===== config.mk =====
export PLATFORM = sky130hd
export DESIGN_NAME = temp_x10_scaler
export DESIGN_NICKNAME = d
export VERILOG_FILES = /design/src/rtl/temp_x10_scaler.sv
export SDC_FILE = /design/constraint.sdc
export NUM_CORES = 1
export LEC_CHECK = 0
export CORE_AREA = 4 4 96 98
export CTS_CLUSTER_DIAMETER = 40
export DETAILED_ROUTE_END_ITERATION = 7
export DIE_AREA = 0 0 100 102
export PLACE_DENSITY = 0.7
export RECOVER_POWER = 50
export REMOVE_ABC_BUFFERS = 1
export SYNTH_ARGS = -nofsm -noshare
export SYNTH_HDL_FRONTEND = slang
export SYNTH_SLANG_ARGS = --single-unit

===== constraint.sdc =====
create_clock -name clk -period 4 [get_ports clk]
set_clock_uncertainty 0.15 [all_clocks]
set_input_delay 0.8 -clock clk [delete_from_list [all_inputs] [get_ports clk]]
set_output_delay 0.8 -clock clk [all_outputs]
set_load 0.03 [all_outputs]

===== src/rtl/temp_x10_scaler.sv =====
// Scales a signed 1/16 degC temperature sample by a constant K using an
// iterative shift-add (one multiplier bit per clock); emits sign + magnitude.
module temp_x10_scaler #(
    parameter int unsigned K  = 10,
    parameter int unsigned KW = 4
) (
    input  logic        clk,
    input  logic        rst,
    input  logic        start,
    input  logic [12:0] temp_raw,
    output logic        busy,
    output logic        done,
    output logic        neg,
    output logic [16:0] tx10_mag
);

    localparam int unsigned TW = 13;
    localparam int unsigned AW = 17;
    localparam int unsigned CW = (KW > 1) ? $clog2(KW) : 1;
    localparam logic [KW-1:0] K_BITS = KW'(K);

    typedef enum logic [1:0] {
        IDLE = 2'd0,
        MULT = 2'd1,
        DONE = 2'd2
    } state_t;

    state_t          state, state_n;
    logic [CW-1:0]   cnt, cnt_n;
    logic [AW-1:0]   acc, acc_n;
    logic [TW-1:0]   operand, operand_n;
    logic            neg_n;
    logic [AW-1:0]   mag_n;
    logic            busy_n;
    logic            done_n;

    // State and output registers
    always_ff @(posedge clk) begin
        if (rst) begin
            state    <= IDLE;
            cnt      <= '0;
            acc      <= '0;
            operand  <= '0;
            neg      <= 1'b0;
            tx10_mag <= '0;
            busy     <= 1'b0;
            done     <= 1'b0;
        end else begin
            state    <= state_n;
            cnt      <= cnt_n;
            acc      <= acc_n;
            operand  <= operand_n;
            neg      <= neg_n;
            tx10_mag <= mag_n;
            busy     <= busy_n;
            done     <= done_n;
        end
    end

    // Next-state and datapath; busy/done trail the state by one cycle, so a
    // start is only taken once busy has dropped as well.
    always_comb begin
        state_n   = state;
        cnt_n     = cnt;
        acc_n     = acc;
        operand_n = operand;
        neg_n     = neg;
        mag_n     = tx10_mag;
        busy_n    = (state != IDLE);
        done_n    = (state == DONE);

        case (state)
            IDLE: begin
                if (start && !busy) begin
                    neg_n     = temp_raw[TW-1];
                    operand_n = temp_raw[TW-1] ? TW'(-temp_raw) : temp_raw;
                    acc_n     = '0;
                    cnt_n     = '0;
                    state_n   = MULT;
                end
            end
            MULT: begin
                if (K_BITS[cnt]) begin
                    acc_n = acc + (AW'(operand) << cnt);
                end
                cnt_n = cnt + CW'(1);
                if (cnt == CW'(KW - 1)) begin
                    state_n = DONE;
                end
            end
            DONE: begin
                mag_n   = acc;
                state_n = IDLE;
            end
            default: begin
                state_n = IDLE;
            end
        endcase
    end

endmodule


==> results of run 1 <==
-- power groups by stage --
| stage | Clock (uW) | Sequential [uW] | Combinational [uW] |
|---|---|---|---|
| after global routing | 423 | 582 | 218 |
| final | 388 | 578 | 196 |
| after global placement | 0 | 590 | 196 |
| after floorplan | 0 | 589 | 127 |
| after detailed placement | 0 | 591 | 199 |
| after CTS | 401 | 578 | 200 |
-- cells by family after synthesis --
| family | Yosys count |
|---|---|
| AND/OR/NAND/NOR | 153 |
| AO/OA/AOI/OAI | 107 |
| flip-flops | 54 |
| buffers and inverters | 27 |
| adder cells (fa/ha/maj) | 19 |
| XOR/XNOR | 17 |
| multiplexers | 17 |
-- per-stage QoR --
step	instances	cell area [sq um]	hold WS, ns	power [uW]	worst slack (ns)
finish	531	3820	0.305	1160	0.493
floorplan	374	3180	0.285	716	0.663
global route	531	3820	0.334	1220	0.251
detailed placement	523	3720	0.297	790	0.527
global placement	523	3720	0.291	786	0.611
CTS	531	3840	0.312	1180	0.501
-- registers in the layout (all words and copies together) (netlist names) --
register  cells
acc          17
tx10_mag     17
operand      13
cnt           2
state         2
busy          1
done          1
neg           1
-- final cells by class --
type,count,area [sq um]
timing repair buffer,41,388
fill,860,4650
tap,108,135
clock inverter,2,38.8
multi-input combinational,313,2070
clock buffer,6,82.6
inverter,7,26.3
sequential,54,1080
-- per-layer routing --
metal | routed length [um] | vias up
li1 | - | 1472
met1 | 3630 | 1293
met2 | 3470 | 65
met3 | 350 | 7
met4 | 98 | 0
met5 | 0 | -
-- worst max-delay path: cells and delay by family (launching register included) --
family          cells  cell delay, ns
compound gates      5            1.16
buf+inv             1            0.29
mux                 1            0.08
fa+ha+maj           1            0.43
flops               1            0.80
simple gates        2            0.50
-- worst max-delay path by stage --
stage | start | to | slack, ns | cells past startpoint
floorplan | cnt[0] | acc[10] | 0.66 | 8
global placement | cnt[0] | acc[10] | 0.61 | 10
detailed placement | cnt[0] | acc[10] | 0.53 | 10
CTS | cnt[0] | acc[10] | 0.50 | 10
global route | cnt[0] | acc[10] | 0.25 | 10
finish | cnt[0] | acc[10] | 0.49 | 10
-- cells in the final DEF (no fill, tap or decap), drive strengths merged, types with 3 or more instances in the layout --
| master | instances |
|---|---|
| o31a | 3 |
| clkdlybuf4s50 | 26 |
| dlygate4sd3 | 9 |
| nor2 | 34 |
| a21o | 7 |
| inv | 8 |
| nand3b | 5 |
| and2 | 3 |
| a21oi | 46 |
| nand3 | 11 |
| o31ai | 3 |
| o21ai | 19 |
| nor3b | 4 |
| nor3 | 5 |
| or3 | 3 |
| nor2b | 6 |
| a32oi | 3 |
| mux2i | 9 |
| mux4 | 7 |
| and3 | 7 |
| nand2 | 64 |
| dfxtp | 54 |
| a211oi | 13 |
| clkbuf | 8 |
| ha | 18 |
| xnor2 | 5 |
| xor2 | 12 |
| buf | 4 |
==> impl_metrics.py, run 1 <==
metrics = {
    "global_route": {
        "use_met1_pct": 21.4,
        "track_usage_pct": 15.5,
        "grt_start_max_net_pins": 27,
        "top_usage_layer": "met2",
        "overflow": 0,
        "antenna_found_initial": 0,
        "grt_pass1_wl_mm": 12.9,
        "grt_pass1_vias": 2614,
        "grt_use_met2_pct": 25.6,
        "use_met3_pct": 1.91,
    },
    "worst_setup_path": {
        "crit_required_ns": 4.06,
        "cpPeakStageDelay_ns": 0.80,
        "cp_slowest_cell": "dfxtp_1",
        "rr_startpoint": "cnt[0]",
        "r2r_slack_ns": 0.49,
        "reg2regPathDepth": 10,
        "start_kind": "register",
        "crit_path_end_kind": "register",
        "worstSetupPathType": "register to register",
        "r2r-end": "acc[10]",
        "crit_arrival_ns": 3.56,
        "worstPathCellList": "buf_4 -> mux2i_1 -> or2_2 -> fa_1 -> nand2b_1 -> a21o_1 -> a21oi_1 -> o21ai_0 -> a21bo_2 -> a32o_1",
        "cp_max_fo": 14,
    },
    "sta": {
        "hold_viol_final": 0,
        "rsz0062_at_grt": "no",
        "post-route-min-period_ns": 3.51,
        "tns_ns": 0,
        "finalCritPeriodShare_pct": 87.7,
        "max-slew-margin-rel_pct": 20.4,
        "max_slew.worst_pin.slew_ns": 1.19,
        "max_freq_ghz": 0.285,
        "setup_viol": 0,
        "report.final.slew_viol_count": 0,
    },
    "route": {
        "wl_mm": 7.54,
        "ant_nets": 0,
        "wl_per_cell_um": 14.2,
        "drc": 0,
        "first_pass_iters": 4,
        "vias": 2837,
        "vias_per_cell": 5.34,
        "dr.first_iter.drc_count": 87,
    },
    "cts": {
        "numCtsBuffers": 5,
        "cts_tree": "built",
        "cts_resized": 0,
        "clockBufferDepth": 2,
        "htree_levels": 2,
        "cts.clk_slew.worst_paths_ns": 0.10,
        "cts_root_buffer": "clkbuf_8",
        "postCtsSetupBuffers": 0,
        "clk_latency_ns": 0.31,
        "hold_buffers": 0,
        "clock_sinks": 54,
    },
    "layout": {
        "area_delta_synth_final_pct": 16.9,
        "layout-drive-gt1-share_pct": 6.62,
        "fin_util_pct": 45.1,
        "n_antenna_cell": 0,
        "fin_nets": 457,
    },
    "power_and_ir_drop": {
        "seqPwrFrac_pct": 49.7,
        "switchingPower_uw": 315,
        "leakagePower_uw": 0.00146,
        "powerDensity_nw_per_um2": 304,
        "p_comb_share_pct": 16.9,
        "p_int_uw": 847,
        "switching_share_pct": 27.1,
        "ir_worst_vdd_mv": 0.125,
        "clockPowerShare_pct": 33.4,
    },
    "die": {
        "die_area_sq_um": 10200,
        "coreArea_sq_um": 8470,
        "start_util_pct": 38.6,
        "die_w_um": 100,
        "rows": 34,
        "io_pins": 36,
        "die_y_um": 102,
    },
    "synthesis": {
        "muxShareOfSynthArea_pct": 7.92,
        "ys_warn_count": 0,
        "ys_top_cells_by_area": "dfxtp_1 33%, nand2_1 7.4%, a21oi_1 7.0%, ha_1 6.9%, mux4_2 4.8%",
        "synth_xor_area_share_pct": 4.56,
        "yosysTopAreaCell": "dfxtp_1",
        "syn_inst": 394,
        "synth_common_cells": "64 x nand2_1, 54 x dfxtp_1, 46 x a21oi_1",
        "ys_types": 57,
        "postSynth.asyncResetShare_pct": 0,
        "synth-simple-area-share_pct": 22.6,
        "synth_most_common_cell": "nand2_1",
        "synth_edf_count": 0,
        "syn_avg_cell_area_sq_um": 8.29,
        "synth_top_family_by_area": "simple AND/OR/NAND/NOR gates",
        "synthFlopType": "dfxtp_1",
        "synth-seq-cells": 54,
        "synthAdderAreaFrac_pct": 7.50,
        "synth-compound-area-share_pct": 20.9,
        "yosysSeqAreaShare_pct": 33.1,
        "synthDominantCellAreaShare_pct": 33.1,
        "synth_area_sq_um": 3270,
    },
    "min_path": {
        "hp-start": "tx10_mag[9]",
        "whs_endpoint": "tx10_mag[9]",
        "hold_path_class": "register to register",
        "holdPathStages": 2,
    },
    "placement": {
        "place.port_buffers": 35,
        "dp_hpwl_mm": 5.79,
        "gp_congestion": 0.860,
    },
    "run_status": {
        "outcome": "complete, no violations",
    },
    "job": {
        "drv_cap": 0,
    },
}
(Power assumes the default switching activity.)
==> inputs of run 2 (changes only) <==
--- a/config.mk
+++ b/config.mk
@@ -9,9 +9,9 @@
 export CTS_CLUSTER_DIAMETER = 40
 export DETAILED_ROUTE_END_ITERATION = 7
 export DIE_AREA = 0 0 100 102
-export PLACE_DENSITY = 0.7
 export RECOVER_POWER = 50
 export REMOVE_ABC_BUFFERS = 1
+export SKIP_CTS_REPAIR_TIMING = 1
 export SYNTH_ARGS = -nofsm -noshare
 export SYNTH_HDL_FRONTEND = slang
 export SYNTH_SLANG_ARGS = --single-unit
==> impl_metrics.py, run 2 (synthesized netlist as in run 1, its figures left out) <==
metrics = {
    "route": {
        "first_pass_iters": 4,
        "vias_per_cell": 5.28,
        "ant_nets": 0,
        "wl_mm": 7.34,
        "dr.first_iter.drc_count": 76,
        "drc": 0,
        "wl_per_cell_um": 13.8,
        "vias": 2805,
    },
    "worst_setup_path": {
        "crit_arrival_ns": 3.42,
        "start_kind": "register",
        "crit_required_ns": 4.06,
        "reg2regPathDepth": 10,
        "cp_max_fo": 12,
        "rr_startpoint": "cnt[0]",
        "worstSetupPathType": "register to register",
        "r2r-end": "acc[10]",
        "crit_path_end_kind": "register",
        "r2r_slack_ns": 0.64,
    },
    "global_route": {
        "track_usage_pct": 14.8,
        "grt_start_max_net_pins": 27,
        "grt_pass1_vias": 2636,
        "antenna_found_initial": 0,
        "overflow": 0,
        "grt_pass1_wl_mm": 12.4,
    },
    "placement": {
        "place.port_buffers": 35,
        "dp_hpwl_mm": 5.62,
        "gp_congestion": 0.861,
        "placed_cell_area_sq_um": 3720,
    },
    "sta": {
        "max-slew-margin-rel_pct": 20.4,
        "rsz0062_at_grt": "no",
        "hold_viol_final": 0,
        "max_slew.worst_pin.slew_ns": 1.19,
        "post-route-min-period_ns": 3.36,
        "max_freq_ghz": 0.297,
        "setup_viol": 0,
        "tns_ns": 0,
        "report.final.slew_viol_count": 0,
        "finalCritPeriodShare_pct": 84.0,
    },
    "cts": {
        "htree_levels": 2,
        "clockBufferDepth": 2,
        "clk_latency_ns": 0.31,
        "cts_tree": "built",
        "clock_sinks": 54,
        "numCtsBuffers": 5,
        "cts.clk_slew.worst_paths_ns": 0.10,
        "cts_root_buffer": "clkbuf_8",
    },
    "run_status": {
        "outcome": "complete, no violations",
    },
    "layout": {
        "n_antenna_cell": 0,
        "fin_nets": 457,
        "area_delta_synth_final_pct": 16.8,
        "fin_area_sq_um": 3820,
        "top_regs": "acc: 17 flops, tx10_mag: 17 flops, operand: 13 flops",
        "final_common_cell": "nand2_1",
        "layout-drive-gt1-share_pct": 7.09,
        "layout_common_cells": "64 x nand2_1, 54 x dfxtp_1, 46 x a21oi_1, 34 x nor2_1, 21 x clkdlybuf4s50_1",
    },
    "min_path": {
        "whs_endpoint": "tx10_mag[2]",
        "holdPathStages": 2,
        "hold_path_class": "register to register",
        "hp-start": "tx10_mag[2]",
    },
    "power_and_ir_drop": {
        "powerDensity_nw_per_um2": 293,
        "switching_share_pct": 28.3,
        "switchingPower_uw": 316,
        "p_int_uw": 802,
        "p_comb_share_pct": 17.6,
        "seqPwrFrac_pct": 51.6,
        "leakagePower_uw": 0.00149,
        "ir_worst_vdd_mv": 0.131,
        "clockPowerShare_pct": 30.8,
    },
    "die": {
        "die_y_um": 102,
        "die_w_um": 100,
        "rows": 34,
        "coreArea_sq_um": 8470,
        "io_pins": 36,
        "die_area_sq_um": 10200,
        "start_util_pct": 38.6,
    },
    "job": {
        "drv_cap": 0,
    },
}
-- run 2: cell types whose count changed in the layout (fill, tap and decap cells not counted) --
cell / before / now
clkinv_4: 0 / 1
nor4b_4: 0 / 1
bufinv_16: 1 / 0
dlygate4sd3_1: 9 / 13
nor4b_1: 2 / 1
buf_4: 4 / 5
clkbuf_8: 6 / 7
clkdlybuf4s50_1: 26 / 21
inv_6: 1 / 0
-- run 2: final cells by class --
| type | instances | area (sq um) |
|---|---|---|
| clock buffers | 7 | 96.3 |
| repair buffers | 41 | 385 |
| clock inverters | 1 | 8.76 |
| inverters | 7 | 26.3 |
| flip-flops and latches | 54 | 1080 |
| well taps | 108 | 135 |
| multi-input cells | 313 | 2080 |
| fillers | 855 | 4650 |
-- run 2: worst max path at each step --
| stage | startpoint | endpoint | slack (ns) | depth (start not counted) |
|---|---|---|---|---|
| floorplan | cnt[0] | acc[10] | 0.66 | 8 |
| global placement | cnt[0] | acc[10] | 0.68 | 10 |
| detailed placement | cnt[0] | acc[10] | 0.65 | 10 |
| CTS | cnt[0] | acc[10] | 0.63 | 10 |
| global route | cnt[0] | acc[10] | 0.35 | 10 |
| finish | cnt[0] | acc[10] | 0.64 | 10 |
-- run 2: power by group through the flow --
stage / Combinational (uW) / Sequential, uW / Clock, uW
3_3_place_gp: 199 / 589 / 0
2_1_floorplan: 127 / 589 / 0
5_1_grt: 221 / 582 / 370
3_5_place_dp: 198 / 590 / 0
4_1_cts: 199 / 577 / 359
6_report: 197 / 577 / 344
-- run 2: worst max-delay path, cell delays in order (launching register included) --
cell and delay [ns]:
dfxtp_1 0.72, buf_4 0.29, mux2i_1 0.08, or2_2 0.31, fa_1 0.43, nand2b_1 0.18, a21o_1 0.21, a21oi_1 0.17
o21ai_0 0.21, a21bo_2 0.26, a32o_1 0.24
-- run 2: per-layer routing --
metal  up-vias  wire length (um)  track usage [%]
met3         7               248             1.71
met4         0                93             3.94
li1       1482                 -                -
met5         -                 0                0
met2        45              3420             25.6
met1      1271              3570             19.8
-- run 2: per-stage QoR --
stage	power, uW	util (%)	cells	worst slack (ns)	hold slack [ns]
final	1120	45.1	531	0.638	0.304
after global routing	1170	45.1	531	0.352	0.327
after CTS	1140	45.1	531	0.633	0.311
after detailed placement	788	43.9	523	0.650	0.297
after global placement	788	43.9	523	0.684	0.291
after floorplan	716	-	374	0.663	0.285
==> inputs of run 3 (changes only) <==
==> constraint.sdc (replaced) <==
create_clock -name clk -period 3.3 [get_ports clk]
set_clock_uncertainty 0.15 [all_clocks]
set_input_delay 0.66 -clock clk [delete_from_list [all_inputs] [get_ports clk]]
set_output_delay 0.66 -clock clk [all_outputs]
set_load 0.03 [all_outputs]
==> impl_metrics.py, run 3 (synthesized netlist as in run 1, its figures left out) <==
metrics = {
    "min_path": {
        "hp-start": "tx10_mag[16]",
        "hold_path_class": "register to register",
        "whs_endpoint": "tx10_mag[16]",
        "holdPathStages": 2,
    },
    "die": {
        "die_w_um": 100,
        "rows": 34,
        "die_area_sq_um": 10200,
        "die_y_um": 102,
        "start_util_pct": 38.6,
        "io_pins": 36,
        "coreArea_sq_um": 8470,
    },
    "power_and_ir_drop": {
        "leakagePower_uw": 0.00151,
        "ir_worst_vdd_mv": 0.159,
        "powerDensity_nw_per_um2": 361,
    },
    "sta": {
        "max_freq_ghz": 0.327,
        "max-slew-margin-rel_pct": -34.1,
        "hold_viol_final": 0,
        "fin_hold_ws_ns": 0.306,
        "finalCritPeriodShare_pct": 92.6,
        "post-route-min-period_ns": 3.06,
        "report.final.slew_viol_count": 47,
        "max_slew.worst_pin.slew_ns": 2.01,
        "rsz0062_at_grt": "no",
        "setup_ws_ns": 0.243,
        "setup_viol": 0,
    },
    "route": {
        "dr.first_iter.drc_count": 105,
        "first_pass_iters": 4,
        "drc": 0,
        "vias_per_cell": 5.26,
        "ant_nets": 0,
        "wl_mm": 7.43,
        "vias": 2815,
        "wl_per_cell_um": 13.9,
    },
    "worst_setup_path": {
        "r2r-end": "acc[16]",
        "cp_max_fo": 13,
        "rr_startpoint": "cnt[0]",
        "start_kind": "register",
        "crit_path_start": "cnt[0]",
        "crit_required_ns": 3.40,
        "r2r_slack_ns": 0.24,
        "crit_arrival_ns": 3.16,
        "crit_path_end_kind": "register",
        "reg2regPathDepth": 9,
        "worstSetupPathType": "register to register",
    },
    "global_route": {
        "grt_use_met2_pct": 26.6,
        "overflow": 0,
        "top_usage_layer": "met2",
        "grt_pass1_vias": 2684,
        "use_met1_pct": 19.3,
        "use_met3_pct": 2.32,
        "grt_start_max_net_pins": 47,
        "antenna_found_initial": 0,
        "track_usage_pct": 15.1,
        "grt_pass1_wl_mm": 12.6,
    },
    "layout": {
        "n_antenna_cell": 0,
        "layout-drive-gt1-share_pct": 8.43,
        "layout_common_cells": "64 x nand2_1, 52 x dfxtp_1, 46 x a21oi_1, 34 x nor2_1, 21 x clkdlybuf4s50_1",
        "fin_nets": 462,
        "final_common_cell": "nand2_1",
        "final_cells": 535,
        "area_delta_synth_final_pct": 18.1,
        "top_regs": "acc: 17 flops, tx10_mag: 17 flops, operand: 13 flops",
    },
    "cts": {
        "htree_levels": 2,
        "numCtsBuffers": 5,
        "clock_sinks": 54,
        "cts_root_buffer": "clkbuf_8",
        "cts.clk_slew.worst_paths_ns": 0.10,
        "cts_tree": "built",
        "clockBufferDepth": 2,
        "clk_latency_ns": 0.32,
    },
    "placement": {
        "gp_congestion": 0.924,
        "place.port_buffers": 35,
        "dp_hpwl_mm": 5.63,
        "place_inst": 528,
        "pre_cts_ws_ns": 0.123,
    },
    "run_status": {
        "violations": "max-capacitance violations, max-slew violations",
        "outcome": "finished with violations",
    },
    "job": {
        "drv_cap": 1,
    },
}
==> run 3: power by group <==
part           switching (uW)  internal (uW)
clock                     224            224
combinational             134            113
sequential               27.2            671
total                     385           1010
==> run 3: critical path: stages, from the launching register on <==
cell and delay (ns):
dfxtp_2 0.48, buf_4 0.23, mux4_2 0.52, ha_1 0.36, and3_1 0.20, a211oi_1 0.28, o21ai_0 0.17, and3_1 0.20
a31oi_1 0.21, mux2i_1 0.19
==> run 3: worst max-delay path by stage <==
stage,to,depth (start not counted)
after floorplan,acc[10],8
after global placement,acc[15],9
after detailed placement,acc[10],10
after CTS,acc[16],9
after global routing,acc[16],9
final,acc[16],9
==> run 3: stage by stage <==
step                      total power [uW]  utilization [%]  setup TNS (ns)  instance area, sq um
after CTS                             1410             45.6               0                  3860
after floorplan                        867                -         -0.0366                  3180
after detailed placement               962             44.3               0                  3750
after global placement                 960             44.3               0                  3750
after global routing                  1460             45.6               0                  3860
final                                 1390             45.6               0                  3860
==> run 3: metal layers <==
metal	up-vias	routed length, um
met5	-	0
met4	0	97
met3	7	294
met2	50	3450
met1	1267	3590
li1	1491	-
==> run 3: final cells by class <==
class,instances,area (sq um)
clock buffer,5,68.8
clock inverter,2,38.8
fill,854,4610
inverter,7,26.3
multi-input combinational,313,2080
sequential,54,1080
tap,108,135
timing repair buffer,46,423
